===== src/rtl/sa_pkg.sv =====
// Shared definitions for the systolic-array read-out path: default geometry,
// drain FSM states, drain length and the per-PE control-vector index helper.
package sa_pkg;

    localparam int N_DEF        = 32;
    localparam int ROWS_DEF     = 5;
    localparam int COLS_DEF     = 5;
    localparam int DRAIN_CYCLES = ROWS_DEF + 1;
    localparam int ROW_W        = 3;
    localparam int CNT_W        = 3;

    typedef enum logic [1:0] {
        IDLE,
        DRAIN,
        OUT
    } sa_state_e;

    // Bit position of PE(r, c) inside a clr/read/write control vector.
    function automatic int pe_idx(input int r, input int c);
        return r * COLS_DEF + c;
    endfunction

endpackage


===== src/rtl/sa_row_buffer.sv =====
// Result buffer for the drain collector: ROWS entries of one full result row,
// one write port fed by drain capture and one combinational read port.
module sa_row_buffer
    import sa_pkg::*;
#(
    parameter int N    = N_DEF,
    parameter int ROWS = ROWS_DEF,
    parameter int COLS = COLS_DEF
) (
    input  logic                 clk,
    input  logic                 we,
    input  logic [ROW_W-1:0]     waddr,
    input  logic [COLS*N-1:0]    wdata,
    input  logic [ROW_W-1:0]     raddr,
    output logic [COLS*N-1:0]    rdata
);

    logic [COLS*N-1:0] mem_q [ROWS];
    logic [COLS*N-1:0] mem_d [ROWS];

    always_comb begin
        mem_d = mem_q;
        if (we) begin
            mem_d[waddr] = wdata;
        end
    end

    // NOTE: storage is deliberately left without reset; every entry is
    // written during a drain before it is ever presented to the consumer.
    always_ff @(posedge clk) begin
        mem_q <= mem_d;
    end

    assign rdata = mem_q[raddr];

endmodule


===== src/rtl/systolic_drain_collector.sv =====
// Drains a ROWS x COLS output-stationary array through its B chain and streams
// the result matrix out row by row. Build option: SA_DRAIN_CLR_EN (park cycle clears the array).
module systolic_drain_collector
    import sa_pkg::*;
#(
    parameter int N    = N_DEF,
    parameter int ROWS = ROWS_DEF,
    parameter int COLS = COLS_DEF,
    parameter int M    = ROWS * COLS
) (
    input  logic                 clk,
    input  logic                 rst,
    input  logic                 start,
    output logic                 start_ready,
    output logic                 drain_busy,
    output logic [M-1:0]         clr_o,
    output logic [M-1:0]         read_o,
    output logic [M-1:0]         write_o,
    input  logic [COLS*N-1:0]    col_in,
    output logic                 res_valid,
    input  logic                 res_ready,
    output logic [ROW_W-1:0]     res_row,
    output logic [COLS*N-1:0]    res_data
);

    localparam logic [CNT_W-1:0] LAST_CNT = CNT_W'(DRAIN_CYCLES - 1);
    localparam logic [ROW_W-1:0] LAST_ROW = ROW_W'(ROWS - 1);

    sa_state_e         state_q, state_d;
    logic [CNT_W-1:0]  cnt_q, cnt_d;
    logic [ROW_W-1:0]  ptr_q, ptr_d;
    logic              drain_busy_q, drain_busy_d;
    logic [M-1:0]      clr_q, clr_d;
    logic [M-1:0]      read_q, read_d;
    logic [M-1:0]      write_q, write_d;

    logic              cap_we;
    logic [ROW_W-1:0]  cap_addr;

    // NOTE: every variable gets its default before the case so no path can
    // leave one unassigned and infer a latch.
    always_comb begin
        state_d = state_q;
        cnt_d   = cnt_q;
        ptr_d   = ptr_q;
        case (state_q)
            IDLE: begin
                if (start) begin
                    state_d = DRAIN;
                    cnt_d   = '0;
                end
            end
            DRAIN: begin
                if (cnt_q == LAST_CNT) begin
                    state_d = OUT;
                    cnt_d   = '0;
                    ptr_d   = '0;
                end else begin
                    cnt_d = cnt_q + 1'b1;
                end
            end
            OUT: begin
                if (res_ready) begin
                    if (ptr_q == LAST_ROW) begin
                        state_d = IDLE;
                        ptr_d   = '0;
                    end else begin
                        ptr_d = ptr_q + 1'b1;
                    end
                end
            end
            default: begin
                state_d = IDLE;
                cnt_d   = '0;
                ptr_d   = '0;
            end
        endcase
    end

    // Controls are decoded from the next state so the registered outputs
    // line up with the drain cycle they belong to.
    always_comb begin
        drain_busy_d = (state_d == DRAIN);
        clr_d        = '0;
        read_d       = '0;
        write_d      = '0;
        if (state_d == DRAIN) begin
            if (cnt_d == LAST_CNT) begin
`ifdef SA_DRAIN_CLR_EN
                clr_d  = '1;
`else
                read_d = '1;
`endif
            end else begin
                read_d  = '1;
                write_d = '1;
            end
        end
    end

    // NOTE: all state uses non-blocking assignments so every flop samples
    // the pre-edge value of its neighbours.
    always_ff @(posedge clk or posedge rst) begin
        if (rst) begin
            state_q      <= IDLE;
            cnt_q        <= '0;
            ptr_q        <= '0;
            drain_busy_q <= 1'b0;
            clr_q        <= '0;
            read_q       <= '0;
            write_q      <= '0;
        end else begin
            state_q      <= state_d;
            cnt_q        <= cnt_d;
            ptr_q        <= ptr_d;
            drain_busy_q <= drain_busy_d;
            clr_q        <= clr_d;
            read_q       <= read_d;
            write_q      <= write_d;
        end
    end

    // The bottom row shows PE row ROWS-k during drain cycle k (k >= 1).
    assign cap_we   = (state_q == DRAIN) && (cnt_q != '0);
    assign cap_addr = ROW_W'(ROWS) - ROW_W'(cnt_q);

    sa_row_buffer #(
        .N    (N),
        .ROWS (ROWS),
        .COLS (COLS)
    ) u_row_buffer (
        .clk   (clk),
        .we    (cap_we),
        .waddr (cap_addr),
        .wdata (col_in),
        .raddr (ptr_q),
        .rdata (res_data)
    );

    assign start_ready = (state_q == IDLE);
    assign res_valid   = (state_q == OUT);
    assign res_row     = ptr_q;
    assign drain_busy  = drain_busy_q;
    assign clr_o       = clr_q;
    assign read_o      = read_q;
    assign write_o     = write_q;

endmodule


===== config.mk =====
export PLATFORM = sky130hd
export DESIGN_NAME = systolic_drain_collector
export DESIGN_NICKNAME = d
export VERILOG_FILES = /design/src/rtl/sa_pkg.sv /design/src/rtl/sa_row_buffer.sv /design/src/rtl/systolic_drain_collector.sv
export SDC_FILE = /design/constraint.sdc
export NUM_CORES = 1
export LEC_CHECK = 0
export BUFFER_PORTS_ARGS = -buffer_cell sky130_fd_sc_hd__buf_2
export CORE_ASPECT_RATIO = 1.4
export CORE_MARGIN = 2
export CORE_UTILIZATION = 58
export DETAILED_ROUTE_END_ITERATION = 8
export HOLD_SLACK_MARGIN = 0.08
export PLACE_DENSITY = 0.84
export SYNTH_ARGS = -nofsm -noshare
export SYNTH_HDL_FRONTEND = slang
export SYNTH_SLANG_ARGS = --single-unit

===== constraint.sdc =====
create_clock -name clk -period 16 [get_ports clk]
set_clock_uncertainty 0.2 [all_clocks]
set_input_delay 3.2 -clock clk [delete_from_list [all_inputs] [get_ports clk]]
set_output_delay 3.2 -clock clk [all_outputs]
set_load 0.01 [all_outputs]

==> results of run 1 <==
## path summary, 6_finish.rpt
check / endpoint / cells past startpoint
min in group asynchronous: write_o[23] / 2
worst min register to register: cnt_q[2] / 1
worst min-delay path: cnt_q[2] / 1
worst max-delay path: res_data[32] / 6
max in group asynchronous: res_row[2] / 2
worst max register to register: u_row_buffer.mem_q[348] / 5
## metrics by stage
step                power [uW]  hold WS, ns  std cells  worst slack (ns)
floorplan                 4160        0.348       1867              3.57
global placement          4540        0.377       2814              9.11
detailed placement        4610        0.405       2814              9.04
CTS                       6370        0.422       2944              8.35
global route              6580        0.445       2952              8.20
finish                    6320        0.440       2956              8.38
## metal layers
| layer | GRT usage [%] | vias to the layer above | wire length, um |
|---|---|---|---|
| met3 | 4.69 | 140 | 4690 |
| li1 | - | 7715 | - |
| met2 | 41.6 | 653 | 36600 |
| met1 | 27.2 | 8652 | 25100 |
| met4 | 10.1 | 8 | 1980 |
| met5 | 0 | - | 61 |
## cell usage after synthesis, types with 2 or more instances
master and n:
sky130_fd_sc_hd__edfxtp_1 800, sky130_fd_sc_hd__mux2i_1 320, sky130_fd_sc_hd__nor2_1 164, sky130_fd_sc_hd__a21oi_2 99, sky130_fd_sc_hd__o22ai_2 99, sky130_fd_sc_hd__buf_4 86
sky130_fd_sc_hd__a21oi_1 63, sky130_fd_sc_hd__o22ai_1 61, sky130_fd_sc_hd__buf_2 52, sky130_fd_sc_hd__clkbuf_1 19, sky130_fd_sc_hd__buf_12 16, sky130_fd_sc_hd__dfrtp_1 10
sky130_fd_sc_hd__inv_1 8, sky130_fd_sc_hd__buf_6 6, sky130_fd_sc_hd__ha_1 4, sky130_fd_sc_hd__o21ai_0 4, sky130_fd_sc_hd__and3_1 3, sky130_fd_sc_hd__nand3_1 3
sky130_fd_sc_hd__a21o_1 2, sky130_fd_sc_hd__buf_1 2, sky130_fd_sc_hd__buf_8 2, sky130_fd_sc_hd__inv_2 2, sky130_fd_sc_hd__nand3b_1 2, sky130_fd_sc_hd__nor3_1 2
## worst register-to-register path, delay by kind of cell (launching register included)
kind | cells | cell delay (ns)
fa+ha+maj | 1 | 0.21
buf+inv | 2 | 1.03
flops | 1 | 0.48
simple gates | 2 | 1.05
## area by class of cell
class	count	area (um2)	share of cell area (%)
Antenna cell	12	30.0	0.0816
Clock buffer	92	1960	5.33
Clock inverter	38	489	1.33
Inverter	10	37.5	0.102
Multi-Input combinational cell	864	7010	19.0
Sequential cell	810	24300	66.0
Tap cell	728	911	2.47
Timing Repair Buffer	402	2080	5.66
## kinds of logic (layout without fill, tap and decap cells)
family / after synthesis / count (layout) / share of synthesized area, %
DFF: 810 / 810 / 74.4
AOI/OAI and AO/OA: 335 / 335 / 8.86
muxes: 321 / 321 / 9.86
buffers and inverters: 193 / 542 / 4.42
and+or+nand+nor: 179 / 179 / 2.24
adders and majority gates: 4 / 4 / 0.154
other: 1 / 37 / 0.0115
## power by group
group          internal [uW]  switching, uW
clock                   1040            734
sequential              2820            132
combinational            543           1060
## sequential cells by signal, summed over array words and instances, names as in the netlist
name and count:
cnt_q 3, write_o 1, state_q 2, res_row 3, read_o 1, u_row_buffer.mem_q 800
==> parameters.txt, run 1 <==
Parameter                              Value

GRT
  Global-route wire length before repair    103000 um
  Vias in the first global route    17900
  Total congestion overflow    0
  GRT Util Overall    23.3%
  Number of antenna violations at the first check in global routing    14
  Maximum number of pins on one net before global-route repair    155

Timing
  Number of hold violations in the final report    0
  Setup TNS after final layout    0 ns
  Worst Tran Pin Value    1.16 ns
  Max Transition Viols Final    0
  Tightest slew margin relative to the limit    22.8%
  Time the final worst path needs with I/O delays and setup    7.62 ns
  Total setup violations reported at the end of the flow    0
  Ratio of final minimum period to clock period    47.6%
  RSZ-0062 raised after global routing    no
  Highest achievable clock rate    0.131 GHz

Floorplan
  Effective utilization at floorplan    58.9%
  Core region area    55400 um2
  Full die area    58200 um2
  Cell Rows    102
  Top-Level Pins    405
  Die Ht    285 um
  Die span in x    204 um

CTS
  Post-CTS resize count    0
  Insertion delay of the later-clocked pin in the worst-skew pair    0.62 ns
  Post-CTS setup buffer count    0
  Clk pin slew, worst setup/hold paths    0.06 ns
  CTS hold repair buffers    0
  Clk sinks    810
  Clock Tree Root    sky130_fd_sc_hd__clkbuf_16
  Worst-case clock buffer depth    3
  H-tree levels    3
  Number of buffers added by the clock tree synthesis step    73
  TritonCTS clock tree    yes

Synthesis
  Number of different library cells in the post-synthesis netlist    38
  Count of flip-flops with a built-in enable after synthesis    800
  Cell area after synthesis    32600 um2
  Synth area leaders    sky130_fd_sc_hd__edfxtp_1 74%, sky130_fd_sc_hd__mux2i_1 9.8%, sky130_fd_sc_hd__o22ai_2 3.8%, sky130_fd_sc_hd__a21oi_2 2.7%, sky130_fd_sc_hd__buf_4 2.0%
  Avg Cell Area, Syn    17.7 um2
  Number of cells produced by synthesis    1843
  Library cell with the largest summed area after synthesis    sky130_fd_sc_hd__edfxtp_1
  Number of warnings printed during yosys synthesis    0
  Most used flip-flop cell after synthesis    sky130_fd_sc_hd__edfxtp_1
  Share of Yosys cell area claimed by the top area cell type    73.7%
  Share of the yosys chip area belonging to registers    74.4%
  Post-synthesis register bit count    810
  Post-synth ARST share    1.23%

Drt
  ANT nets after route    0
  Total via count after detailed routing    17200
  Initial drt markers    1046
  Final routed wire length divided by cell count    23.1 um
  Via density per instance    5.81
  Total DRC errors in the routed layout    0
  Total routed wirelength    68300 um
  Detailed-router iteration count before antenna repair    5

Layout
  Post-layout nets    2329
  Signed area change from the synthesized netlist to the final layout    12.9%
  Leading cell types in the layout, fill and taps excluded    800 x sky130_fd_sc_hd__edfxtp_1, 379 x sky130_fd_sc_hd__buf_2, 320 x sky130_fd_sc_hd__mux2i_1, 163 x sky130_fd_sc_hd__nor2_1
  Layout Cell Area excl Fill    36800 um2
  Fraction of final layout cells sized beyond drive strength 1    32.1%
  Core Util, Final    66.4%
  Number of filler cells placed in the layout    3612
  Leading cell type in the layout, fill and taps excluded    sky130_fd_sc_hd__edfxtp_1

Setup path
  Crit path max-delay family    buffers and inverters
  Reg2reg setup slack    12.56 ns
  Crit path required time    12.60 ns
  Source of the worst register-to-register timing path    cnt_q[0]
  Cell at the slowest stage of the critical path    sky130_fd_sc_hd__buf_4
  Type of the setup path with the least slack    reg -> out
  Nature of the critical path startpoint    register
  Kind of capture point of the worst setup path    output pin
  Maximum net fanout on the critical path    66
  Arrival time worst endpoint    4.22 ns
  Critical Path Start    res_row[0]
  Worst path max stage delay    0.90 ns
  Crit path cell chain    inv_2 > nor2_8 > buf_4 > a21oi_1 > o22ai_1 > buf_2
  Count of buffer and inverter cells on the critical path    3

Placed design
  Cell Area, Placed    34300 um2
  Gpl congestion    0.771
  Port bufs    379
  Placed wire-length estimate    37900 um

Min path
  Kind of path behind the tightest hold check    reg -> reg
  Launch instance of the worst min-delay path    cnt_q[2]

Power
  P per Cell Area    172 nW/um2
  Maximum ir drop on the vdd rail    0.000128 V
  Static Leak    0.0120 uW

Run status
  Outcome    complete, no violations

Job
  Total of max-cap violations    0
Note: power is estimated with default switching activity, not from simulation.
==> run 2, diff against run 1 <==
- clock period: 16 -> 7.2 ns (I/O delays scaled with it)
==> parameters.txt, run 2 (same netlist as run 1, synthesis figures left out) <==
Parameter                              Value

Run status
  Outcome    complete, no violations

Setup path
  Source of the worst register-to-register timing path    cnt_q[0]
  Nature of the critical path startpoint    register
  Crit path required time    5.56 ns (-7.04 ns)
  Type of the setup path with the least slack    reg -> out
  Reg2reg setup slack    3.61 ns (-8.95 ns)
  Kind of capture point of the worst setup path    output pin
  End of the worst register-to-register path    u_row_buffer.mem_q[354]
  Arrival time worst endpoint    4.02 ns (-0.20 ns)
  R2R depth    5 (unchanged)
  Maximum net fanout on the critical path    46 (-30%)

CTS
  Number of buffers added by the clock tree synthesis step    72 (-1.4%)
  TritonCTS clock tree    yes
  Insertion delay of the later-clocked pin in the worst-skew pair    0.60 ns (-0.02 ns)
  Post-CTS setup buffer count    0 (unchanged)
  Clk pin slew, worst setup/hold paths    0.06 ns (about the same)
  Worst-case clock buffer depth    3 (unchanged)
  Clk sinks    810 (unchanged)
  CTS hold repair buffers    0 (unchanged)
  H-tree levels    3 (unchanged)
  Clock Tree Root    sky130_fd_sc_hd__clkbuf_16
  Post-CTS resize count    0 (unchanged)

Min path
  Kind of path behind the tightest hold check    reg -> reg
  Hold Path Depth    1 (unchanged)
  Launch instance of the worst min-delay path    cnt_q[2]
  Worst Hold Path EP    cnt_q[2]

Floorplan
  Die Ht    285 um (unchanged)
  Die span in x    204 um (unchanged)
  Top-Level Pins    405 (unchanged)
  Full die area    58200 um2 (unchanged)
  Effective utilization at floorplan    58.9% (unchanged)
  Cell Rows    102 (unchanged)
  Core region area    55400 um2 (unchanged)

Drt
  Total routed wirelength    67800 um (-0.83%)
  Via density per instance    5.83 (+0.44%)
  Detailed-router iteration count before antenna repair    6 (+1)
  Initial drt markers    997 (-4.7%)
  Final routed wire length divided by cell count    22.9 um (-0.80%)
  Total via count after detailed routing    17200 (+0.41%)
  Total DRC errors in the routed layout    0 (unchanged)
  ANT nets after route    0 (unchanged)

Timing
  Number of hold violations in the final report    0 (unchanged)
  Worst Tran Pin Value    1.15 ns (-0.00862 ns)
  RSZ-0062 raised after global routing    no
  Setup TNS after final layout    0 ns (unchanged)
  Time the final worst path needs with I/O delays and setup    5.66 ns
  Highest achievable clock rate    0.177 GHz
  Ratio of final minimum period to clock period    78.6%
  Total setup violations reported at the end of the flow    0 (unchanged)
  Tightest slew margin relative to the limit    23.4% (+0.57 points)
  Max Transition Viols Final    0 (unchanged)

Layout
  Post-layout nets    2329 (unchanged)
  Leading cell types in the layout, fill and taps excluded    800 x sky130_fd_sc_hd__edfxtp_1, 379 x sky130_fd_sc_hd__buf_2, 320 x sky130_fd_sc_hd__mux2i_1, 163 x sky130_fd_sc_hd__nor2_1
  Fraction of final layout cells sized beyond drive strength 1    32.5% (+0.36 points)
  Number of filler cells placed in the layout    3632 (+0.55%)
  Signed area change from the synthesized netlist to the final layout    12.9% (about the same)
  Register with the highest flop count    u_row_buffer.mem_q
  Flip-flop count of the largest register, all copies and words added    800 (unchanged)
  Core Util, Final    66.5% (about the same)
  Leading cell type in the layout, fill and taps excluded    sky130_fd_sc_hd__edfxtp_1

Power
  Static Leak    0.0120 uW (+0.11%)
  Maximum ir drop on the vdd rail    0.000310 V (+140%)
  P per Cell Area    379 nW/um2 (+120%)

GRT
  Number of antenna violations at the first check in global routing    16 (+2)
  Maximum number of pins on one net before global-route repair    162 (+4.5%)
  Vias in the first global route    18100 (+1.0%)
  GRT Util Overall    23.1% (-0.20 points)
  Total congestion overflow    0 (unchanged)
  Global-route wire length before repair    102000 um (-0.76%)

Job
  Total of max-cap violations    0 (unchanged)

Placed design
  Placed wire-length estimate    37100 um (-2.3%)
  Gpl congestion    0.779 (+0.96%)
  Port bufs    379 (unchanged)
run 2: changes by cell type in the layout (fill, tap and decap cells not counted), sizes merged:
cell,change
clkinv,+14
clkbuf,-8
diode,-4
bufinv,-3
buf,+1
clkinvlp,-1
run 2: metal layers:
layer  share of wire (%)  GRT usage (%)  routed length, um
met4                 3.0           9.17               2000
met1                  37           26.9              25400
met2                  52           41.0              35400
met5                0.17              0                115
met3                 7.1           5.65               4810
run 2: worst max-delay path, stage by stage, from the launching register on:
cell                      delay (ns)
sky130_fd_sc_hd__dfrtp_4        0.92
sky130_fd_sc_hd__buf_4          0.71
sky130_fd_sc_hd__buf_4          0.82
sky130_fd_sc_hd__mux2i_1        0.30
sky130_fd_sc_hd__nor2_1         0.06
sky130_fd_sc_hd__a21oi_1        0.18
sky130_fd_sc_hd__o22ai_1        0.13
sky130_fd_sc_hd__buf_2          0.21
run 2: area by class of cell:
type | instances | area, um2 | area share, %
Inverter | 10 | 37.5 | 0.102
Antenna cell | 8 | 20.0 | 0.0544
Tap cell | 728 | 911 | 2.47
Clock buffer | 84 | 1890 | 5.13
Clock inverter | 48 | 477 | 1.30
Sequential cell | 810 | 24300 | 66.0
Timing Repair Buffer | 403 | 2180 | 5.91
Multi-Input combinational cell | 864 | 7010 | 19.1
run 2: how the worst max path moves through the flow:
| stage | from | endpoint | slack (ns) |
|---|---|---|---|
| 6_report | res_row[2] | res_data[36] | 1.54 |
| 4_1_cts | res_row[2] | res_data[36] | 1.50 |
| 2_1_floorplan | cnt_q[1] | u_row_buffer.mem_q[640] | 1.66 |
| 3_5_place_dp | res_row[2] | res_data[51] | 2.20 |
| 5_1_grt | res_row[2] | res_data[36] | 1.32 |
| 3_3_place_gp | res_row[2] | res_data[56] | 2.23 |
run 2: power by group:
part           internal [uW]  leakage (uW)  switching (uW)
Combinational           1240       0.00346            2340
Sequential              6250       0.00740             306
Clock                   2160       0.00116            1650
run 2: stage by stage:
step / setup slack [ns] / hold WS, ns / cell area (um2) / cells / total power (uW)
floorplan: 1.66 / 0.349 / 32700 / 1867 / 9190
global placement: 2.23 / 0.366 / 34400 / 2815 / 10100
detailed placement: 2.20 / 0.386 / 34400 / 2815 / 10300
CTS: 1.50 / 0.405 / 36800 / 2947 / 14000
global route: 1.32 / 0.450 / 36800 / 2953 / 14500
finish: 1.54 / 0.419 / 36800 / 2955 / 13900
==> run 3, diff against run 2 <==
- CORE_UTILIZATION: 58 -> 52
- PLACE_DENSITY: 0.84 -> 0.8
- clock period: 7.2 -> 4.8 ns (I/O delays scaled with it)
==> parameters.txt, run 3 (same netlist as run 1, synthesis figures left out) <==
Parameter                              Value

GRT
  Number of antenna violations at the first check in global routing    11 (-5)
  GRT Util Overall    20.9% (-2.3 points)
  Maximum number of pins on one net before global-route repair    165 (+1.9%)
  Total congestion overflow    0 (unchanged)
  Vias in the first global route    18200 (+0.25%)
  Global-route wire length before repair    104000 um (+1.7%)

Timing
  Number of hold violations in the final report    0 (unchanged)
  Total setup violations reported at the end of the flow    0 (unchanged)
  Max Transition Viols Final    0 (unchanged)
  Time the final worst path needs with I/O delays and setup    3.99 ns
  Highest achievable clock rate    0.251 GHz
  Worst Tran Pin Value    1.19 ns (+0.0385 ns)
  Tightest slew margin relative to the limit    20.9% (-2.6 points)
  Ratio of final minimum period to clock period    83.0%
  RSZ-0062 raised after global routing    no

Setup path
  Type of the setup path with the least slack    reg -> out
  Count of buffer and inverter cells on the critical path    2 (-1)
  Crit path required time    3.64 ns (-1.92 ns)
  Kind of capture point of the worst setup path    output pin
  Cell at the slowest stage of the critical path    sky130_fd_sc_hd__buf_12
  Crit path max-delay family    buffers and inverters
  Crit path cell chain    buf_12 > mux2i_1 > o22ai_2 > buf_2
  Arrival time worst endpoint    2.83 ns (-1.19 ns)
  Worst path max stage delay    0.57 ns (-0.35 ns)
  Nature of the critical path startpoint    register
  Reg2reg setup slack    1.77 ns (-1.84 ns)
  Maximum net fanout on the critical path    164 (+260%)

Layout
  Register with the highest flop count    u_row_buffer.mem_q
  Leading cell type in the layout, fill and taps excluded    sky130_fd_sc_hd__edfxtp_1
  Layout Cell Area excl Fill    37400 um2 (+1.6%)
  Flip-flop count of the largest register, all copies and words added    800 (unchanged)
  Fraction of final layout cells sized beyond drive strength 1    33.3% (+0.77 points)
  Signed area change from the synthesized netlist to the final layout    14.7%
  Post-layout nets    2350 (+0.90%)
  Leading cell types in the layout, fill and taps excluded    800 x sky130_fd_sc_hd__edfxtp_1, 379 x sky130_fd_sc_hd__buf_2, 320 x sky130_fd_sc_hd__mux2i_1, 163 x sky130_fd_sc_hd__nor2_1
  Non-filler cells in the finished layout    3070 (+3.9%)

CTS
  Insertion delay of the later-clocked pin in the worst-skew pair    0.61 ns (about the same)
  Worst-case clock buffer depth    3 (unchanged)
  Clk pin slew, worst setup/hold paths    0.06 ns (about the same)
  CTS hold repair buffers    1 (+1)
  Clk sinks    810 (unchanged)
  H-tree levels    3 (unchanged)
  TritonCTS clock tree    yes
  Post-CTS resize count    0 (unchanged)
  Post-CTS setup buffer count    0 (unchanged)
  Number of buffers added by the clock tree synthesis step    75 (+4.2%)
  Clock Tree Root    sky130_fd_sc_hd__clkbuf_16

Power
  Maximum ir drop on the vdd rail    0.000499 V (+61%)
  Static Leak    0.0122 uW (+1.9%)
  P per Cell Area    574 nW/um2 (+51%)

Drt
  Initial drt markers    1183 (+19%)
  Total routed wirelength    68800 um (+1.5%)
  Via density per instance    5.63 (-3.5%)
  Detailed-router iteration count before antenna repair    7 (+1)
  Total DRC errors in the routed layout    0 (unchanged)
  Final routed wire length divided by cell count    22.4 um (-2.3%)
  ANT nets after route    0 (unchanged)
  Total via count after detailed routing    17300 (+0.30%)

Min path
  Kind of path behind the tightest hold check    in -> reg

Run status
  Outcome    complete, no violations

Floorplan
  Full die area    64700 um2 (+11%)
  Effective utilization at floorplan    52.6% (-6.3 points)
  Die span in x    216 um (+5.5%)
  Top-Level Pins    405 (unchanged)
  Core region area    62000 um2 (+12%)
  Cell Rows    108 (+5.9%)
  Die Ht    300 um (+5.5%)

Placed design
  Cell Area, Placed    34800 um2 (+1.2%)
  Gpl congestion    0.780 (+0.21%)
  Placed Instances    2929 (+4.0%)
  Placed wire-length estimate    39300 um (+6.1%)
  Port bufs    379 (unchanged)

Job
  Total of max-cap violations    0 (unchanged)
==> run 3: changes by cell type in the layout (fill, tap and decap cells not counted), moves of 3 or more <==
cell	change
sky130_fd_sc_hd__diode_2	-3
sky130_fd_sc_hd__clkinv_1	-6
sky130_fd_sc_hd__clkinv_8	-3
sky130_fd_sc_hd__buf_12	+12
sky130_fd_sc_hd__clkbuf_8	+5
sky130_fd_sc_hd__bufinv_16	+3
sky130_fd_sc_hd__inv_6	+3
sky130_fd_sc_hd__clkinv_2	-3
sky130_fd_sc_hd__buf_4	+5
==> run 3: report_power, final <==
group          internal, uW  switching (uW)  leakage, uW
sequential             9370             395      0.00740
combinational          2000            3630      0.00359
clock                  3560            2520      0.00125
total                 14900            6540       0.0122
==> run 3: path summary, 6_finish.rpt <==
path | start | to | cells past startpoint
min in group asynchronous | rst | write_o[23] | 3
max in group asynchronous | rst | res_row[1] | 3
min reg2reg | cnt_q[2] | cnt_q[2] | 1
min | col_in[5] | u_row_buffer.mem_q[165] | 1
max | res_row[0] | res_data[122] | 4
max reg2reg | cnt_q[0] | u_row_buffer.mem_q[350] | 5
==> run 3: metal layers <==
metal  vias to the layer above  GRT usage (%)  wire, um
li1                       7748              -         -
met1                      8757           24.4     26200
met2                       620           37.3     35700
met3                       153           5.02      4730
met4                        12           7.98      2030
met5                         -              0        78
==> run 3: final cells by class <==
type | count | area, um2
repair buffers | 421 | 2460
well taps | 825 | 1030
clock buffers | 93 | 2020
inverters | 10 | 37.5
fillers | 4384 | 24600
flip-flops and latches | 810 | 24300
diodes | 5 | 12.5
clock inverters | 42 | 541
multi-input cells | 864 | 7010
==> run 3: per-stage QoR <==
stage | total power, uW | utilization, % | hold slack, ns | setup slack [ns] | setup TNS [ns]
final | 21500 | 60.3 | 0.371 | 0.814 | 0
after global routing | 22300 | 60.3 | 0.340 | 0.748 | 0
after CTS | 21600 | 60.3 | 0.323 | 0.846 | 0
after detailed placement | 15500 | 56.1 | 0.421 | 1.53 | 0
after global placement | 15300 | 56.1 | 0.372 | 1.56 | 0
after floorplan | 13700 | - | 0.349 | -0.253 | -40.53
